File: src/rtl/amba_pkg.sv
// Shared AMBA bus widths used as parameter defaults by the bus bridges.
package amba_pkg;
    localparam int AWIDTH = 32;
    localparam int DWIDTH = 32;
endpackage

File: src/rtl/amba_apb_bridge.sv
// AHB-Lite slave to APB master bridge, one outstanding transfer, registered outputs.
// Optional error signalling (pslverr / APB timeout -> AHB ERROR) enabled by `define AMBA_APB_SLVERR_EN.
//
// state  | meaning
// IDLE   | waiting for an AHB transfer, hreadyout=1
// WDATA  | capture AHB write data (data phase follows address phase)
// SETUP  | APB setup phase, psel=1 penable=0
// ACCESS | APB access phase, waiting for pready or timeout
// ERR1   | first AHB error cycle, hreadyout=0 hresp=1
// ERR2   | second AHB error cycle, hreadyout=1 hresp=1
module amba_apb_bridge #(
    parameter int AWIDTH   = amba_pkg::AWIDTH,
    parameter int DWIDTH   = amba_pkg::DWIDTH,
    parameter int PTIMEOUT = 16
) (
    input  logic              clk,
    input  logic              rst_n,
    input  logic              hready,
    input  logic [AWIDTH-1:0] haddr,
    input  logic              hwrite,
    input  logic [2:0]        hsize,
    input  logic [1:0]        htrans,
    input  logic [DWIDTH-1:0] hwdata,
    input  logic              hsel,
    output logic [DWIDTH-1:0] hrdata,
    output logic              hreadyout,
    output logic              hresp,
    output logic [AWIDTH-1:0] paddr,
    output logic              psel,
    output logic              penable,
    output logic              pwrite,
    output logic [DWIDTH-1:0] pwdata,
    input  logic [DWIDTH-1:0] prdata,
    input  logic              pready,
    input  logic              pslverr
);

    localparam int CW = $clog2(PTIMEOUT + 1);

    typedef enum logic [2:0] {
        S_IDLE,
        S_WDATA,
        S_SETUP,
        S_ACCESS,
        S_ERR1,
        S_ERR2
    } state_t;

    state_t        state;
    logic [CW-1:0] cnt;
    logic          accept;
    logic          timeout_hit;
    logic          err_end;

    // NONSEQ and SEQ both have htrans[1] set; size is ignored (full-word only)
    assign accept      = hsel & hready & htrans[1];
    assign timeout_hit = (cnt == CW'(PTIMEOUT - 1));

`ifdef AMBA_APB_SLVERR_EN
    assign err_end = pready ? pslverr : 1'b1;
    logic unused_in;
    assign unused_in = ^{hsize, htrans[0]};
`else
    assign err_end = 1'b0;
    logic unused_in;
    assign unused_in = ^{hsize, htrans[0], pslverr};
`endif

    always_ff @(posedge clk or negedge rst_n) begin
        if (!rst_n) begin
            state     <= S_IDLE;
            cnt       <= '0;
            hreadyout <= 1'b1;
            hresp     <= 1'b0;
            hrdata    <= '0;
            paddr     <= '0;
            pwdata    <= '0;
            pwrite    <= 1'b0;
            psel      <= 1'b0;
            penable   <= 1'b0;
        end else begin
            case (state)
                S_IDLE: begin
                    if (accept) begin
                        paddr     <= haddr;
                        pwrite    <= hwrite;
                        hreadyout <= 1'b0;
                        if (hwrite) begin
                            state <= S_WDATA;
                        end else begin
                            psel  <= 1'b1;
                            state <= S_SETUP;
                        end
                    end
                end
                S_WDATA: begin
                    pwdata <= hwdata;
                    psel   <= 1'b1;
                    state  <= S_SETUP;
                end
                S_SETUP: begin
                    penable <= 1'b1;
                    cnt     <= '0;
                    state   <= S_ACCESS;
                end
                S_ACCESS: begin
                    // pready wins over a timeout landing in the same cycle
                    if (pready || timeout_hit) begin
                        psel    <= 1'b0;
                        penable <= 1'b0;
                        if (!pwrite) begin
                            hrdata <= pready ? prdata : '0;
                        end
                        if (err_end) begin
                            hresp <= 1'b1;
                            state <= S_ERR1;
                        end else begin
                            hreadyout <= 1'b1;
                            state     <= S_IDLE;
                        end
                    end else begin
                        cnt <= cnt + CW'(1);
                    end
                end
                S_ERR1: begin
                    hreadyout <= 1'b1;
                    state     <= S_ERR2;
                end
                S_ERR2: begin
                    hresp <= 1'b0;
                    state <= S_IDLE;
                end
                default: begin
                    state <= S_IDLE;
                end
            endcase
        end
    end

endmodule

File: config.mk
export PLATFORM = sky130hd
export DESIGN_NAME = amba_apb_bridge
export DESIGN_NICKNAME = d
export VERILOG_FILES = /design/src/rtl/amba_pkg.sv /design/src/rtl/amba_apb_bridge.sv
export SDC_FILE = /design/constraint.sdc
export NUM_CORES = 1
export LEC_CHECK = 0
export ABC_CLOCK_PERIOD_IN_PS = 3000
export CAP_MARGIN = 20
export CELL_PAD_IN_SITES_DETAIL_PLACEMENT = 1
export CELL_PAD_IN_SITES_GLOBAL_PLACEMENT = 1
export CORE_MARGIN = 2
export CORE_UTILIZATION = 35
export DETAILED_ROUTE_END_ITERATION = 10
export PLACE_DENSITY = 0.94
export SYNTH_ARGS = -nofsm -noshare
export SYNTH_HDL_FRONTEND = slang
export SYNTH_SLANG_ARGS = --single-unit
File: constraint.sdc
create_clock -name clk -period 3 [get_ports clk]
set_input_delay 0.6 -clock clk [delete_from_list [all_inputs] [get_ports clk]]
set_output_delay 0.6 -clock clk [all_outputs]
set_load 0.02 [all_outputs]
After elaboration in Yosys (flattened, before gate mapping)
Index checks and enable logic that the tools add are counted.
{"block": "totals", "ff_bits": 108, "out_inout_bits": 101, "word_cells": 49}
{"block": "classes", "add_sub_neg": 1, "n_eq_ne": 9, "mux": 15, "bitwise": 3, "reduce_logical": 12}
{"operator": "2-to-1 mux 32 bit", "n": 1}
{"operator": "case mux 3 bit (5 select lines)", "n": 1}
{"operator": "case mux 5 bit (2 select lines)", "n": 1}
{"operator": "inequality test 2 bit (second input constant)", "n": 4}
{"operator": "AND reduction 2 bit", "n": 4}
{"operator": "== test 3 x 2 -> 1 bit (second input constant)", "n": 2}
{"operator": "2-to-1 mux 3 bit", "n": 2}
{"operator": "case mux 1 bit (3 select lines)", "n": 2}
{"operator": "AND reduction 3 bit", "n": 2}
{"operator": "nonzero test 3 bit", "n": 2}
{"operator": "adder 5 x 1 -> 5 bit (second input constant)", "n": 1}
{"operator": "== test 5 x 4 -> 1 bit (second input constant)", "n": 1}
{"operator": "2-to-1 mux 1 bit", "n": 5}
{"operator": "2-to-1 mux 5 bit", "n": 1}
{"operator": "AND reduction 4 bit", "n": 1}
{"operator": "== test 3 x 1 -> 1 bit (second input constant)", "n": 1}
{"operator": "== test 3 bit (second input constant)", "n": 1}
{"operator": "logical NOT 3 bit", "n": 1}
{"operator": "AND 1 bit", "n": 2}
{"operator": "2-to-1 mux 2 bit", "n": 1}
{"operator": "case mux 1 bit (2 select lines)", "n": 1}
{"operator": "nonzero test 2 bit", "n": 1}
{"operator": "logical OR 1 bit", "n": 1}
{"operator": "NOT 1 bit", "n": 1}

Longest topological paths before layout
Gate-level depths: netlist (run 1).
{"block": "depth", "ltp_word": 4, "ltp_mapped": 7, "ltp_nobuf": 6}

Least setup slack after synthesis (run 1)
OpenSTA, ideal clock, no wires.
{"block": "synth_timing", "path_type": "register to register", "from": "reg cnt[1]", "to": "reg hrdata[0]", "setup_time_ns": 0.079, "arrival_ns": 1.736, "setup_slack_ns": 1.184, "stages_incl_launch_ff": 8, "cell_sequence": "dfrtp_1 > ha_1 > and3_1 > ha_1 > o21ai_1 > nor4b_4 > buf_4 > mux2i_1"}
{"block": "synth_via", "elab_chain_len": 3}
{"item": "start, declared", "line_no": "amba_apb_bridge.sv:50", "text": "logic [CW-1:0] cnt;"}
{"item": "start signal, assigned", "line_no": "amba_apb_bridge.sv:122", "text": "cnt <= cnt + CW'(1);"}
{"item": "== test 5 x 4 -> 1 bit", "line_no": "amba_apb_bridge.sv:57", "text": "assign timeout_hit = (cnt == CW'(PTIMEOUT - 1));"}
{"item": "logical OR 1 bit", "line_no": "amba_apb_bridge.sv:108", "text": "if (pready || timeout_hit) begin"}
{"item": "AND reduction 3 bit (no source line)"}
{"item": "end signal, assigned", "line_no": "amba_apb_bridge.sv:112", "text": "hrdata <= pready ? prdata : '0;"}
{"item": "end, declared", "line_no": "amba_apb_bridge.sv:25", "text": "output logic [DWIDTH-1:0] hrdata,"}
Every way passes these cells.
A chain may end at the register's enable or synchronous reset.

Worst setup path after layout (run 1)
{"block": "layout_timing", "from": "reg cnt[0]", "to": "reg hrdata[22]"}
Same word-level chain as after synthesis.

==> results.md, run 1 <==
* Crit share post-route at 0.7715
* Crit Path Max Fanout at 32
* CP Cell Sequence: ha_1, and3_1, ha_1, o21ai_1, nor4b_4, buf_4, mux2i_1
* Yosys cell types at 37
* Die area at 0.01406 sq mm
* # nets final at 644
* Worst-path clk slew at 0.07 ns
* I/O Buffers at 202
* Share of layout cells above drive strength 1 at 0.1654
* Die Y at 118.6 um
* PnR worst setup slack at 0.6855 ns
* Starting density of the core at 0.3611
* Core area at 0.01272 sq mm
* 1st-pass router iterations at 4
* Share of the synthesized area in the top cell type at 0.5828
* Number of global-route vias before repair at 3756
* Routed WL per cell at 18.11 um
* Outcome: completed
* Sequential power share at 0.351
* CTS root buffer: clkbuf_16
* Slowest Stage Delay on Critical Path at 0.52 ns
* Cell internal pwr at 4.791 mW
* Setup violators final at 0
* # diodes at 0
* Slew headroom at 0.5904
* Reg area at 0.002704 sq mm
* GRT Residual Overflow at 0
* DIE WIDTH at 118.6 um
* NetSw at 2.707 mW
* Pwr Total at 7.498 mW
* Post-CTS resize count at 0
* Fin util at 0.5514
* Num CTS Buffers at 9
* FMAX at 0.4321 GHz
* Req. time, crit path at 3.25 ns
* Pwr dens at 1069 mW/mm^2
* Setup CP Type: reg2reg
* Deepest clock path buffer count at 2
* TNS Setup at 0 ns
* Most used cell, CP: ha_1
* Register area share after synthesis at 0.5885
* Worst skew pair latency at 0.34 ns
* RSZ-0062 raised after global routing: no
* Post-CTS Hold Buffers at 0
* Rows at 41
* Synth Instances at 336
* First-pass GRT wire length at 20410 um
* Final ANT Viol Nets at 0
* Synth Area per Inst at 13.67 sq um
* Combinational Power Share at 0.493
* I/O pin count at 209
* Ys flop type: dfrtp_1
* Setup crit start kind: flip-flop
* Most frequent cell after synthesis: dfrtp_1
* Via Count at 3331
* Final count of hold timing violations at 0
* Number of max-cap violations at 0
* TritonCTS clock tree: built
* #FFs+latches synth at 108
* Initial antenna violation count at 0
* Worst Hold Class: in2async
* Clock share of power at 0.156
* Post-synth EDFFs at 0
* Synthesis Warnings at 0
* Area Growth Syn to Fin at 52.70%
* Switch share at 0.3610
* DR iter-0 viols at 115
* Top cells by area, synth: dfrtp_1 58%, mux2_4 9.8%, mux2_2 8.6%
* List of most frequent post-synthesis cells: 107 x dfrtp_1, 39 x nand2_1, 35 x mux2_2, 33 x inv_1, 32 x mux2i_1
* Leading area contributor after synthesis: dfrtp_1
* Min Tclk post-route at 2.314 ns
* CP endpoint kind: flip-flop
* # fillers at 1322
* Routability Congestion at 0.7299
* Fin Clk Skew at 0.008156 ns
* CTS HTree Levels at 3
* CP arrival at 2.57 ns
* Detailed Route WL at 12860 um
* Synth Cell Area at 0.004594 sq mm
* Crit-path slowest cell: buf_4
* Area taken by multi-input logic gates at 0.001618 sq mm
* Dpl hpwl at 9713 um
* Residual DRC count at 0
* Post-Syn Nets at 446
* DP Worst Slack at 0.4835 ns
* GRT Overall Usage at 0.1869
* Ys async rst share at 1.000
* Vias per cell at 4.692
* Pin count of the biggest net entering global routing at 82
* Final Slew Violations at 0
* Max VDD drop at 0.4674 mV
* Pleak at 3.058 nW
* Worst Tran Pin Value at 0.6145 ns
* Clk sinks at 108
* Post-CTS Repair Setup Buffers at 0
[placed cells by master, fill, tap and decap left out, types with 2 or more instances in the layout]
master	netlist	routed
nand2b_1	2	2
ha_1	2	2
clkinv_4	0	3
mux2_2	35	35
clkbuf_16	0	9
o21a_1	2	2
nand3_1	2	2
buf_4	4	4
mux2i_1	32	32
nand4_1	2	2
mux2_4	30	30
o211ai_1	2	2
inv_1	33	33
o21ai_0	7	7
o21bai_1	2	2
clkdlybuf4s50_1	0	201
nand2_1	39	39
dfrtp_1	107	107
a21oi_1	2	2
nor3b_1	2	2
[critical path, delay by kind of cell, from the launching register on]
kind	cells	cell delay, ns
buffers and inverters	1	0.52
adder cells (fa/ha/maj)	2	0.41
AO/OA/AOI/OAI	1	0.15
AND/OR/NAND/NOR	2	0.41
multiplexers	1	0.29
flip-flops	1	0.42
[routing by layer]
metal	wire length, um	GRT usage
met1	4922	0.2098
met3	560	0.03909
met2	7007	0.3351
met5	0	0
met4	369	0.09077
[cell type report]
type	count	share of cell area
flip-flops and latches	108	0.3854
multi-input cells	176	0.2306
clock buffers	10	0.03264
repair buffers	206	0.2939
inverters	33	0.01766
clock inverters	5	0.009096
well taps	172	0.03068
[per-stage QoR]
stage               hold slack [ns]  cells  area, sq um
floorplan                    0.3044    336         4594
global placement             0.4853    695         6723
detailed placement           0.4953    695         6723
CTS                          0.1815    710         7015
global route                 0.1956    710         7015
finish                       0.1767    710         7015
[worst paths after layout]
kind | from | end | slack (ns) | cells past startpoint
max | cnt[0] | hrdata[22] | 0.69 | 7
max in group asynchronous | rst_n | hreadyout | 2.05 | 2
min | rst_n | hrdata[12] | 0.18 | 1
max reg2reg | cnt[0] | hrdata[22] | 0.69 | 7
min reg2reg | hreadyout | hreadyout | 0.51 | 2
min in group clk | hreadyout | hreadyout | 0.51 | 2
[logic make-up (layout without fill, tap and decap cells)]
group	Yosys count	after routing	share of synthesized area
adders and majority gates	2	2	0.005446
other	1	1	0.0008162
and+or+nand+nor	55	55	0.05991
muxes	97	97	0.2535
buffers and inverters	52	254	0.06073
AOI/OAI and AO/OA	21	21	0.03104
DFF	108	108	0.5885
[registers in the layout (all words and copies together), names as in the netlist]
signal     flops
cnt            5
hrdata        32
hreadyout      1
paddr         32
penable        1
psel           1
pwdata        32
pwrite         1
state          3
[power groups by stage]
stage	Combinational, mW	Clock (mW)	Sequential (mW)
floorplan	1.12	0	3.38
global placement	3.60	0	2.58
detailed placement	3.73	0	2.65
CTS	3.75	1.22	2.64
global route	3.90	1.29	2.73
finish	3.70	1.17	2.63
Note: power is estimated with default switching activity, not from simulation.
==> run 2: changes to the inputs <==
--- a/config.mk
+++ b/config.mk
@@ -5,14 +5,14 @@
 export SDC_FILE = /design/constraint.sdc
 export NUM_CORES = 1
 export LEC_CHECK = 0
-export ABC_CLOCK_PERIOD_IN_PS = 3000
+export ABC_CLOCK_PERIOD_IN_PS = 2000
 export CAP_MARGIN = 20
 export CELL_PAD_IN_SITES_DETAIL_PLACEMENT = 1
 export CELL_PAD_IN_SITES_GLOBAL_PLACEMENT = 1
 export CORE_MARGIN = 2
-export CORE_UTILIZATION = 35
+export CORE_UTILIZATION = 29
 export DETAILED_ROUTE_END_ITERATION = 10
-export PLACE_DENSITY = 0.94
+export PLACE_DENSITY = 0.84
 export SYNTH_ARGS = -nofsm -noshare
 export SYNTH_HDL_FRONTEND = slang
 export SYNTH_SLANG_ARGS = --single-unit
==> constraint.sdc (replaced) <==
create_clock -name clk -period 2 [get_ports clk]
set_input_delay 0.4 -clock clk [delete_from_list [all_inputs] [get_ports clk]]
set_output_delay 0.4 -clock clk [all_outputs]
set_load 0.02 [all_outputs]
==> results.md, run 2 (synthesized netlist as in run 1, its figures left out) <==
* Placed inst area at 0.006883 sq mm
* Area Growth Syn to Fin at 57.98%
* DP Worst Slack at -0.1952 ns
* Outcome: completed
* Top flop regs: hrdata x32, paddr x32, pwdata x32
* Final ANT Viol Nets at 0
* Residual DRC count at 0
* Final count of hold timing violations at 0
* DR iter-0 viols at 106
* Pin count of the biggest net entering global routing at 65
* Dpl hpwl at 9640 um
* Max VDD drop at 0.5656 mV
* Deepest clock path buffer count at 2
* TNS Setup at 0 ns
* Num CTS Buffers at 9
* Routability Congestion at 0.7733
* # fillers at 1667
* CP endpoint kind: flip-flop
* # diodes at 0
* Min Tclk post-route at 1.897 ns
* NetSw at 4.078 mW
* Initial antenna violation count at 0
* Starting density of the core at 0.2935
* Hold path startpoint: paddr[15]
* Worst-path clk slew at 0.07 ns
* Crit share post-route at 0.9486
* Share of layout cells above drive strength 1 at 0.1902
* Routed WL per cell at 16.59 um
* CTS HTree Levels at 3
* Setup violators final at 0
* GRT Overall Usage at 0.1515
* Cell internal pwr at 7.392 mW
* Die area at 0.01687 sq mm
* Switch share at 0.3555
* # nets final at 658
* Setup crit start kind: flip-flop
* Crit Path Max Fanout at 16
* Via Count at 3358
* DIE WIDTH at 129.9 um
* Worst skew pair latency at 0.35 ns
* R2R Path Start: cnt[0]
* TritonCTS clock tree: built
* CTS root buffer: clkbuf_16
* Most common cell after layout, fill and taps aside: clkdlybuf4s50_1
* Setup CP Type: reg2reg
* Pwr dens at 1580 mW/mm^2
* Detailed Route WL at 12740 um
* I/O Buffers at 202
* Sequential power share at 0.337
* Clk sinks at 108
* RSZ-0062 raised after global routing: no
* Crit path from: cnt[0]
* Fin Clk Skew at 0.01771 ns
* I/O pin count at 209
* Core area at 0.01566 sq mm
* Number of global-route vias before repair at 3787
* CP arrival at 2.16 ns
* WHS at 0.5055 ns
* First-pass GRT wire length at 19850 um
* FMAX at 0.5271 GHz
* Finished Cell Area at 0.007258 sq mm
* Most frequent cells in the layout: 200 x clkdlybuf4s50_1, 107 x dfrtp_1, 39 x nand2_1
* Combinational Power Share at 0.504
* Clock share of power at 0.159
* Req. time, crit path at 2.27 ns
* Rows at 46
* Worst Hold Class: reg2reg
* Number of max-cap violations at 0
* Pleak at 3.154 nW
* 1st-pass router iterations at 4
* Vias per cell at 4.372
* GRT Residual Overflow at 0
* Final Slew Violations at 0
* PnR worst setup slack at 0.1028 ns
* Die Y at 129.9 um
[run 2: power groups by stage]
| stage | Combinational (mW) | Sequential (mW) | Clock, mW |
|---|---|---|---|
| floorplan | 1.67 | 5.08 | 0 |
| finish | 5.78 | 3.87 | 1.82 |
| global placement | 5.56 | 3.83 | 0 |
| detailed placement | 5.75 | 3.91 | 0 |
| CTS | 5.88 | 3.88 | 1.90 |
| global route | 6.13 | 4.01 | 1.99 |
[run 2: final cells by class]
cell class	instances	area [sq um]	area share
clock buffer	12	256.5	0.03534
timing repair buffer	220	2223	0.3063
sequential	108	2704	0.3725
clock inverter	3	43.79	0.006033
multi-input combinational	176	1637	0.2255
inverter	33	123.9	0.01707
tap	216	270.3	0.03723
[run 2: path summary, 6_finish.rpt]
| check | endpoint | slack, ns | cells after the start |
|---|---|---|---|
| worst max-delay path | hrdata[1] | 0.10 | 8 |
| max in group asynchronous | hreadyout | 0.78 | 3 |
| worst min-delay path | paddr[15] | 0.51 | 1 |
| min in group asynchronous | hrdata[15] | 0.55 | 2 |
| worst max register to register | hrdata[1] | 0.10 | 8 |
| worst min register to register | paddr[15] | 0.51 | 1 |
[run 2: per-stage QoR]
step / total power, mW / util / instances
4_1_cts: 11.66 / 0.4636 / 767
3_3_place_gp: 9.389 / 0.4397 / 748
3_5_place_dp: 9.662 / 0.4397 / 748
2_1_floorplan: 6.749 / - / 336
5_1_grt: 12.13 / 0.4636 / 768
6_report: 11.47 / 0.4636 / 768
[run 2: what timing repair did]
action                     in CTS  in global routing
pin swaps                       1                  1
hold endpoints to repair       24                  0
hold buffers                    1                  0
cloned                          1                  0
resized for setup               5                  1
setup buffers                   2                  1
setup endpoints to repair      13                 32
[run 2: routing by layer]
metal	vias up	track usage	share of wire
li1	1541	-	-
met1	1706	0.1760	0.40
met2	105	0.2763	0.53
met3	6	0.03895	0.055
met4	0	0.04175	0.0088
met5	-	0	0
[run 2: critical path, cell delays in order, from the launching register on]
cell and delay (ns):
dfrtp_1 0.36, ha_1 0.16, and3_1 0.16, ha_2 0.21, o21ai_2 0.09, nor4b_4 0.24, buf_4 0.16, buf_12 0.16
mux2i_4 0.24
